File: config.mk
export PLATFORM = sky130hd
export DESIGN_NAME = dmem_arb_flat
export DESIGN_NICKNAME = d
export VERILOG_FILES = /design/src/rtl/dmem_arb_if.sv /design/src/rtl/dmem_arb.sv /design/src/flat_wrapper.sv
export SDC_FILE = /design/constraint.sdc
export NUM_CORES = 1
export LEC_CHECK = 0
export BUFFER_PORTS_ARGS = -buffer_cell sky130_fd_sc_hd__buf_2
export CORE_MARGIN = 2
export CORE_UTILIZATION = 41
export CTS_CLUSTER_SIZE = 25
export DETAILED_ROUTE_END_ITERATION = 8
export PLACE_DENSITY_LB_ADDON = 0.15
export SYNTH_ARGS = -nofsm -noshare
export SYNTH_HDL_FRONTEND = slang
export SYNTH_SLANG_ARGS = --single-unit
File: constraint.sdc
create_clock -name clk -period 2 [get_ports clk]
set_clock_uncertainty 0.2 [all_clocks]
set_input_delay 0.4 -clock clk [delete_from_list [all_inputs] [get_ports clk]]
set_output_delay 0.4 -clock clk [all_outputs]
set_load 0.01 [all_outputs]
File: src/rtl/dmem_arb_if.sv
// Bus bundle between the stack core, the host burst loader and the data memory.
// The arbiter takes the slave view; the environment around it takes the master view.
interface dmem_arb_if #(
  parameter int AW = 8,
  parameter int DW = 8,
  parameter int LW = 8
);
  logic          core_req;
  logic          core_we;
  logic [AW-1:0] core_addr;
  logic [DW-1:0] core_wdata;
  logic [DW-1:0] core_rdata;
  logic          core_stall;

  logic          host_start;
  logic          host_wr;
  logic [AW-1:0] host_addr;
  logic [LW-1:0] host_len;
  logic [DW-1:0] host_wdata;
  logic          host_wvalid;
  logic [DW-1:0] host_rdata;
  logic          host_rvalid;
  logic          host_busy;
  logic          host_done;

  logic          mem_we;
  logic [AW-1:0] mem_addr;
  logic [DW-1:0] mem_wdata;
  logic [DW-1:0] mem_rdata;

  modport slave (
    input  core_req, core_we, core_addr, core_wdata,
    output core_rdata, core_stall,
    input  host_start, host_wr, host_addr, host_len, host_wdata, host_wvalid,
    output host_rdata, host_rvalid, host_busy, host_done,
    output mem_we, mem_addr, mem_wdata,
    input  mem_rdata
  );

  modport master (
    output core_req, core_we, core_addr, core_wdata,
    input  core_rdata, core_stall,
    output host_start, host_wr, host_addr, host_len, host_wdata, host_wvalid,
    input  host_rdata, host_rvalid, host_busy, host_done,
    input  mem_we, mem_addr, mem_wdata,
    output mem_rdata
  );
endinterface

File: src/rtl/dmem_arb.sv
// Shares the single-port data memory between the stack core (default owner) and
// a host burst loader; a granted burst runs to completion while the core stalls.
module dmem_arb #(
  parameter int AW = 8,
  parameter int DW = 8,
  parameter int LW = 8
) (
  input  logic        clk,
  input  logic        reset,
  dmem_arb_if.slave   bus
);

  typedef enum logic [1:0] {IDLE, PEND, BURST, DONE} state_e;

  state_e        state_q, state_d;
  logic [AW-1:0] addr_q, addr_d;
  logic [LW-1:0] cnt_q, cnt_d;
  logic          wr_q, wr_d;
  logic [DW-1:0] rdata_q, rdata_d;
  logic          rvalid_q, rvalid_d;
  logic          beat;

  always_ff @(posedge clk) begin
    if (reset) begin
      state_q  <= IDLE;
      addr_q   <= '0;
      cnt_q    <= '0;
      wr_q     <= 1'b0;
      rdata_q  <= '0;
      rvalid_q <= 1'b0;
    end else begin
      state_q  <= state_d;
      addr_q   <= addr_d;
      cnt_q    <= cnt_d;
      wr_q     <= wr_d;
      rdata_q  <= rdata_d;
      rvalid_q <= rvalid_d;
    end
  end

  always_comb begin
    state_d        = state_q;
    addr_d         = addr_q;
    cnt_d          = cnt_q;
    wr_d           = wr_q;
    rdata_d        = rdata_q;
    rvalid_d       = 1'b0;
    beat           = 1'b0;
    bus.mem_we     = bus.core_req & bus.core_we;
    bus.mem_addr   = bus.core_addr;
    bus.mem_wdata  = bus.core_wdata;
    bus.core_rdata = bus.mem_rdata;
    bus.core_stall = 1'b0;

    case (state_q)
      IDLE: begin
        if (bus.host_start) begin
          addr_d  = bus.host_addr;
          cnt_d   = bus.host_len;
          wr_d    = bus.host_wr;
          state_d = (bus.host_len == '0) ? DONE : PEND;
        end
      end
      // Wait for a cycle the core leaves the port alone; that cycle carries no beat.
      PEND: begin
        if (!bus.core_req) state_d = BURST;
      end
      BURST: begin
        bus.core_rdata = '0;
        bus.core_stall = bus.core_req;
        bus.mem_addr   = addr_q;
        bus.mem_wdata  = bus.host_wdata;
        bus.mem_we     = wr_q & bus.host_wvalid;
        beat           = ~wr_q | bus.host_wvalid;
        if (beat) begin
          addr_d = addr_q + AW'(1);
          cnt_d  = cnt_q - LW'(1);
          if (!wr_q) begin
            rdata_d  = bus.mem_rdata;
            rvalid_d = 1'b1;
          end
          if (cnt_q == LW'(1)) state_d = DONE;
        end
      end
      DONE: state_d = IDLE;
      default: state_d = IDLE;
    endcase
  end

  assign bus.host_rdata  = rdata_q;
  assign bus.host_rvalid = rvalid_q;
  assign bus.host_done   = (state_q == DONE);
  assign bus.host_busy   = (state_q != IDLE);

endmodule

File: src/flat_wrapper.sv
// flat-port wrapper written by rule: the top's interface ports become plain ports
module dmem_arb_flat 
#(
  parameter int AW = 8,
  parameter int DW = 8,
  parameter int LW = 8
)
  (clk, reset, bus_core_req, bus_core_we, bus_core_addr, bus_core_wdata, bus_core_rdata, bus_core_stall, bus_host_start, bus_host_wr, bus_host_addr, bus_host_len, bus_host_wdata, bus_host_wvalid, bus_host_rdata, bus_host_rvalid, bus_host_busy, bus_host_done, bus_mem_we, bus_mem_addr, bus_mem_wdata, bus_mem_rdata);
  dmem_arb_if #(.AW(AW), .DW(DW), .LW(LW)) bus_i ();
  input  logic clk;
  input  logic reset;
  input wire logic [$bits(bus_i.core_req)-1:0] bus_core_req;
  input wire logic [$bits(bus_i.core_we)-1:0] bus_core_we;
  input wire logic [$bits(bus_i.core_addr)-1:0] bus_core_addr;
  input wire logic [$bits(bus_i.core_wdata)-1:0] bus_core_wdata;
  output wire logic [$bits(bus_i.core_rdata)-1:0] bus_core_rdata;
  output wire logic [$bits(bus_i.core_stall)-1:0] bus_core_stall;
  input wire logic [$bits(bus_i.host_start)-1:0] bus_host_start;
  input wire logic [$bits(bus_i.host_wr)-1:0] bus_host_wr;
  input wire logic [$bits(bus_i.host_addr)-1:0] bus_host_addr;
  input wire logic [$bits(bus_i.host_len)-1:0] bus_host_len;
  input wire logic [$bits(bus_i.host_wdata)-1:0] bus_host_wdata;
  input wire logic [$bits(bus_i.host_wvalid)-1:0] bus_host_wvalid;
  output wire logic [$bits(bus_i.host_rdata)-1:0] bus_host_rdata;
  output wire logic [$bits(bus_i.host_rvalid)-1:0] bus_host_rvalid;
  output wire logic [$bits(bus_i.host_busy)-1:0] bus_host_busy;
  output wire logic [$bits(bus_i.host_done)-1:0] bus_host_done;
  output wire logic [$bits(bus_i.mem_we)-1:0] bus_mem_we;
  output wire logic [$bits(bus_i.mem_addr)-1:0] bus_mem_addr;
  output wire logic [$bits(bus_i.mem_wdata)-1:0] bus_mem_wdata;
  input wire logic [$bits(bus_i.mem_rdata)-1:0] bus_mem_rdata;
  assign bus_i.core_req = bus_core_req;
  assign bus_i.core_we = bus_core_we;
  assign bus_i.core_addr = bus_core_addr;
  assign bus_i.core_wdata = bus_core_wdata;
  assign bus_core_rdata = bus_i.core_rdata;
  assign bus_core_stall = bus_i.core_stall;
  assign bus_i.host_start = bus_host_start;
  assign bus_i.host_wr = bus_host_wr;
  assign bus_i.host_addr = bus_host_addr;
  assign bus_i.host_len = bus_host_len;
  assign bus_i.host_wdata = bus_host_wdata;
  assign bus_i.host_wvalid = bus_host_wvalid;
  assign bus_host_rdata = bus_i.host_rdata;
  assign bus_host_rvalid = bus_i.host_rvalid;
  assign bus_host_busy = bus_i.host_busy;
  assign bus_host_done = bus_i.host_done;
  assign bus_mem_we = bus_i.mem_we;
  assign bus_mem_addr = bus_i.mem_addr;
  assign bus_mem_wdata = bus_i.mem_wdata;
  assign bus_i.mem_rdata = bus_mem_rdata;
  dmem_arb #(.AW(AW), .DW(DW), .LW(LW)) u_core (.clk(clk), .reset(reset), .bus(bus_i));
endmodule
* Word-level counts from Yosys, hierarchy flattened
Index checks and enable logic that the tools add are counted.
Operators by class: add/subtract/negate cells 2, equality and inequality tests 8, mux-type cells 18, bitwise gates (word level) 6, reductions and logical operators 9
Operator list (count):
- $mux 8 | 7
- $pmux 8 s2 | 2
- $mux 2 | 5
- $add 8x1->8 const B | 1
- $eq 8x1->1 const B | 1
- $logic_not 8->1 | 1
- $pmux 2 s4 | 1
- $sub 8x1->8 const B | 1
- $reduce_and 3->1 | 2
- $eq 2x2->1 const B | 2
- $ne 2x1->1 const B | 2
- $ne 2x2->1 const B | 2
- $reduce_and 4->1 | 1
- $reduce_bool 2->1 | 2
- $mux 1 | 3
- $not 1->1 | 3
- $reduce_or 3->1 | 1
- $and 1x1->1 | 2
- $eq 2x1->1 const B | 1
- $logic_not 2->1 | 1
- $reduce_and 2->1 | 1
- $or 1x1->1 | 1
Storage, ports and cells: bits in registers 28, input port bits 55, output and inout bits 37, logic and storage cells 49

* Depth between registers and ports, before layout
depth in word-level cells 4, mapped depth 8, mapped depth without buffers 6

* Worst setup path before layout
OpenSTA, ideal clock, no wires.
path kind reg2out, start point register u_core.state_q[0], end point output port bus_mem_wdata[3], data arrival time 1440 ps, data required time 1400 ps, path slack -40 ps, stages on the path, launching flop included 7, buffers on the path 3, cell sequence dfxtp_1 > inv_1 > ha_1 > buf_4 > buf_2 > buf_2 > mux2_2
Between the ends: word-level cells in the longest chain between the ends 2
Ends and longest elaborated chain:
- start: declaration | RTL line dmem_arb.sv:15 | state_e state_q, state_d;
- start signal: assignment | RTL line dmem_arb.sv:32 | state_q <= state_d;
- $eq 2x2->1 | RTL line dmem_arb.sv:55 | case (state_q)
- $mux 8 | RTL line dmem_arb.sv:55
- end: declaration | RTL line flat_wrapper.sv:30 | output wire logic [$bits(bus_i.mem_wdata)-1:0] bus_mem_wdata;
Every way passes these cells.

* Worst setup path after layout
start point register u_core.state_q[0], end point output port bus_mem_wdata[4]
Same word-level chain as after synthesis.

==> reports/metrics.csv <==
metric,value,unit
post-synth-top-area-fraction,31.2,%
cts_root_buf,sky130_fd_sc_hd__clkbuf_8,
globalRouteOverflowTotal,0,
synth.avg_cell_area,8.02,µm²
post_synth_inst_count,224,
timing.critical_path.from_type,flip-flop,
route.detailed.vias_per_inst,5.23,
reg2reg_setup_slack,-40,ps
final_net_count,394,
num_rows,24,
cts.sinks,28,
numPortBuffers,91,
cp_slowest_stage_delay,350,ps
min_period_over_period,105,%
cts.path.max_buffers,2,
ir_worst_vdd,0.735,mV
worst_ep_required_time,1400,ps
outcome,finished with violations,
fillerInstances,375,
timing.hold.worst_endpoint,u_core.bus.host_rdata[0]$_SDFFE_PP0P_,
worst_r2r_path_depth,8,
floorplan.die_area,4920,µm²
routed_wirelength,5320,µm
final_critical_path_setup_slack,-102,ps
syn_nets,287,
ioPinCount,92,
violations,negative setup slack,
iteration_0_drc_markers,104,
yosys_warn_count,0,
worst-path-max-fanout,7,
post_synthesis_instance_area,1800,µm²
die_x,70.2,µm
ys_seq_area_share,31.2,%
cts_inserted_buffers,3,
critical_path.top_delay_family,flip-flops,
num_antenna_cells,0,
worstSetupEndpointType,output port,
power_leakage,1.34,nW
finalMaxSlewViolations,0,
worst_hold_startpoint,bus_mem_rdata[0],
timing.critical_path.slowest_stage_cell,sky130_fd_sc_hd__dfxtp_2,
grt_setup_unrepaired,yes,
via_count,1997,
crit_chain,inv_4 -> ha_4 -> buf_8 -> mux2_4 -> buf_6,
antenna_found_initial,0,
core_area,4290,µm²
global_routing_usage_on_met3,4.04,%
final_layout_size_suffix_gt1_share,48.2,%
netlist_top_cells_area,"sky130_fd_sc_hd__dfxtp_1 31%, sky130_fd_sc_hd__mux2_2 11%, sky130_fd_sc_hd__nand2_1 6.7%",
worstPathBufferInverterCount,3,
final_core_util,66.5,%
drtAntennaViolNets,0,
grt_max_degree,20,
min-delay-path-class,input pin to flip-flop,
reg2reg_to,u_core.addr_q[7]$_SDFFE_PP0P_,
worst_skew_pair.late_latency,280,ps
area.growth.synth_to_final,59.0,%
dpl.hpwl,3620,µm
worst_slew_margin_rel,75.7,%
ctsHtreeMaxLevel,1,
top_usage_layer,met2,
cts_hold_repair.buffers,0,
die-height,70.2,µm
groute.layer.met2.usage,36.9,%
initial_core_utilization,41.8,%
max_cap_viol_count,0,
finalSetupViolCount,24,
synth_largest_area_cell,sky130_fd_sc_hd__dfxtp_1,
max_slew.worst_pin.slew,363,ps
clk_pin_slew,100,ps
grt_usage,21.3,%
synth_register_bits,28,
firstDrtPassIters,4,
netlist-cell-type-count,42,
setup.worst_path.class,flip-flop to output port,
drc,0,
power_density,1350,nW/µm²
max_clock_freq,476,MHz
number_of_cells_traversed_by_the_worst_hold_path,3,
cp_data_arrival_time,1500,ps
avgRoutedWirePerCell,13.9,µm
timing.final.crit_period,2100,ps
use_met1,27.8,%
critical_path.reg2reg.startpoint,u_core.state_q[0]$_SDFFE_PP0P_,
tritoncts,yes,
report.power.total,3.84,mW
gp_routability_congestion,0.803,
finalHoldViolCount,0,
grt_first_pass_wirelength,8720,µm
grt_pass1_vias,1934,
[synth_stat cells]
cell type,instances
sky130_fd_sc_hd__nand2_1,32
sky130_fd_sc_hd__nand2b_1,2
sky130_fd_sc_hd__o221a_2,2
sky130_fd_sc_hd__o31ai_1,3
sky130_fd_sc_hd__dfxtp_1,28
sky130_fd_sc_hd__o41ai_1,1
sky130_fd_sc_hd__nor4_4,1
sky130_fd_sc_hd__nand3_2,1
sky130_fd_sc_hd__o32ai_1,1
sky130_fd_sc_hd__o21ai_0,10
sky130_fd_sc_hd__ha_1,8
sky130_fd_sc_hd__and2b_2,1
sky130_fd_sc_hd__a21o_1,3
sky130_fd_sc_hd__nor3b_1,1
sky130_fd_sc_hd__nand4_1,1
sky130_fd_sc_hd__buf_2,5
sky130_fd_sc_hd__a22oi_1,1
sky130_fd_sc_hd__nor4b_1,1
sky130_fd_sc_hd__o2bb2ai_1,2
sky130_fd_sc_hd__o211ai_1,2
sky130_fd_sc_hd__inv_1,10
sky130_fd_sc_hd__and3_2,1
sky130_fd_sc_hd__and2_1,1
sky130_fd_sc_hd__buf_4,2
sky130_fd_sc_hd__clkbuf_1,6
sky130_fd_sc_hd__a32o_1,3
sky130_fd_sc_hd__o211a_1,1
sky130_fd_sc_hd__a31oi_1,2
sky130_fd_sc_hd__a21oi_1,22
sky130_fd_sc_hd__o211ai_2,1
sky130_fd_sc_hd__a221oi_1,1
sky130_fd_sc_hd__a211oi_1,3
sky130_fd_sc_hd__nor2b_1,11
sky130_fd_sc_hd__nand3_1,8
sky130_fd_sc_hd__nand3b_1,1
sky130_fd_sc_hd__mux2_2,17
sky130_fd_sc_hd__nor3_1,5
sky130_fd_sc_hd__o21a_1,1
sky130_fd_sc_hd__nor2_1,17
sky130_fd_sc_hd__mux2i_1,1
sky130_fd_sc_hd__and3_1,2
sky130_fd_sc_hd__a41oi_1,2
[worst register-to-register path, delay by kind of cell (launching register included)]
kind            cells  cell delay [ps]
fa+ha+maj           1              230
buf+inv             5              730
flops               1              350
compound gates      2              480
[stage by stage]
step / instances / TNS [ps] / setup slack, ps / cell area (µm²) / hold WS, ps
detailed placement: 371 / -2.60 / -2.60 / 2400 / 247
global route: 382 / -3690 / -153 / 2850 / 155
global placement: 371 / 0 / 39.8 / 2400 / 239
floorplan: 224 / 0 / 4.26 / 1800 / 245
finish: 382 / -1630 / -102 / 2850 / 154
CTS: 381 / -2050 / -102 / 2760 / 144
[sequential cells by signal, summed over array words and instances (netlist names)]
signal	cells
u_core.bus.host_rvalid	1
u_core.bus.host_rdata	8
u_core.cnt_q	8
u_core.state_q	2
u_core.wr_q	1
u_core.addr_q	8
[layout by cell type, fill, tap and decap left out, drive strengths merged, types with 2 or more instances in the layout]
cell     Yosys  layout
dfxtp       28      28
nand2       32      32
o221a        2       2
a32o         3       3
a211oi       3       3
inv         10      10
nand2b       2       2
a41oi        2       2
ha           8       8
a21o         3       3
nor2        17      17
nand3        9       9
a21oi       22      22
a31oi        2       2
o31ai        3       3
and3         3       3
mux2        17      17
o211ai       3       3
clkbuf       6       3
nor3         5       5
o21ai       10      10
o2bb2ai      2       2
buf          7     114
nor2b       11      11
[routing by layer]
| metal | share of wire, % | wire (µm) |
|---|---|---|
| met5 | 0 | 0 |
| met3 | 5.7 | 303 |
| met4 | 1.0 | 54 |
| met2 | 48 | 2540 |
| met1 | 45 | 2420 |
[power by group]
part | switching, mW | internal, mW | leakage [nW]
Clock | 0.184 | 0.268 | 0.0357
Combinational | 1.14 | 1.31 | 1.07
Sequential | 0.203 | 0.737 | 0.231
Total | 1.53 | 2.31 | 1.34
[cell type report]
| cell class | count | area, µm² | area share, % |
|---|---|---|---|
| Clock buffer | 3 | 41.3 | 1.45 |
| Inverter | 10 | 40.0 | 1.40 |
| Tap cell | 52 | 65.1 | 2.28 |
| Timing Repair Buffer | 115 | 827 | 29.0 |
| Sequential cell | 28 | 563 | 19.7 |
| Clock inverter | 1 | 30.0 | 1.05 |
| Multi-Input combinational cell | 173 | 1290 | 45.1 |
[kinds of logic after synthesis]
| logic type | after synthesis | synth area share, % |
|---|---|---|
| compound gates | 61 | 22.6 |
| fa+ha+maj | 8 | 5.58 |
| mux | 18 | 11.2 |
| buf+inv | 23 | 5.57 |
| simple gates | 86 | 23.8 |
| flops | 28 | 31.2 |
[worst max path at each step]
stage | start | to | slack, ps | cells past startpoint
finish | u_core.state_q[0]$_SDFFE_PP0P_ | bus_mem_wdata[4] | -100 | 5
detailed placement | u_core.state_q[0]$_SDFFE_PP0P_ | u_core.addr_q[0]$_SDFFE_PP0P_ | -3 | 6
CTS | u_core.state_q[0]$_SDFFE_PP0P_ | bus_mem_wdata[5] | -100 | 5
floorplan | u_core.state_q[0]$_SDFFE_PP0P_ | bus_mem_wdata[3] | 4 | 6
global route | u_core.state_q[0]$_SDFFE_PP0P_ | bus_mem_wdata[4] | -150 | 5
global placement | u_core.state_q[0]$_SDFFE_PP0P_ | bus_mem_wdata[7] | 40 | 5
[repair_timing]
item,4_1_cts,5_1_grt
setup buffers,4,0
resized for setup,45,18
cloned,2,1
endpoints found under the setup margin,27,48
pin swaps,0,1
Note: power is estimated with default switching activity, not from simulation.
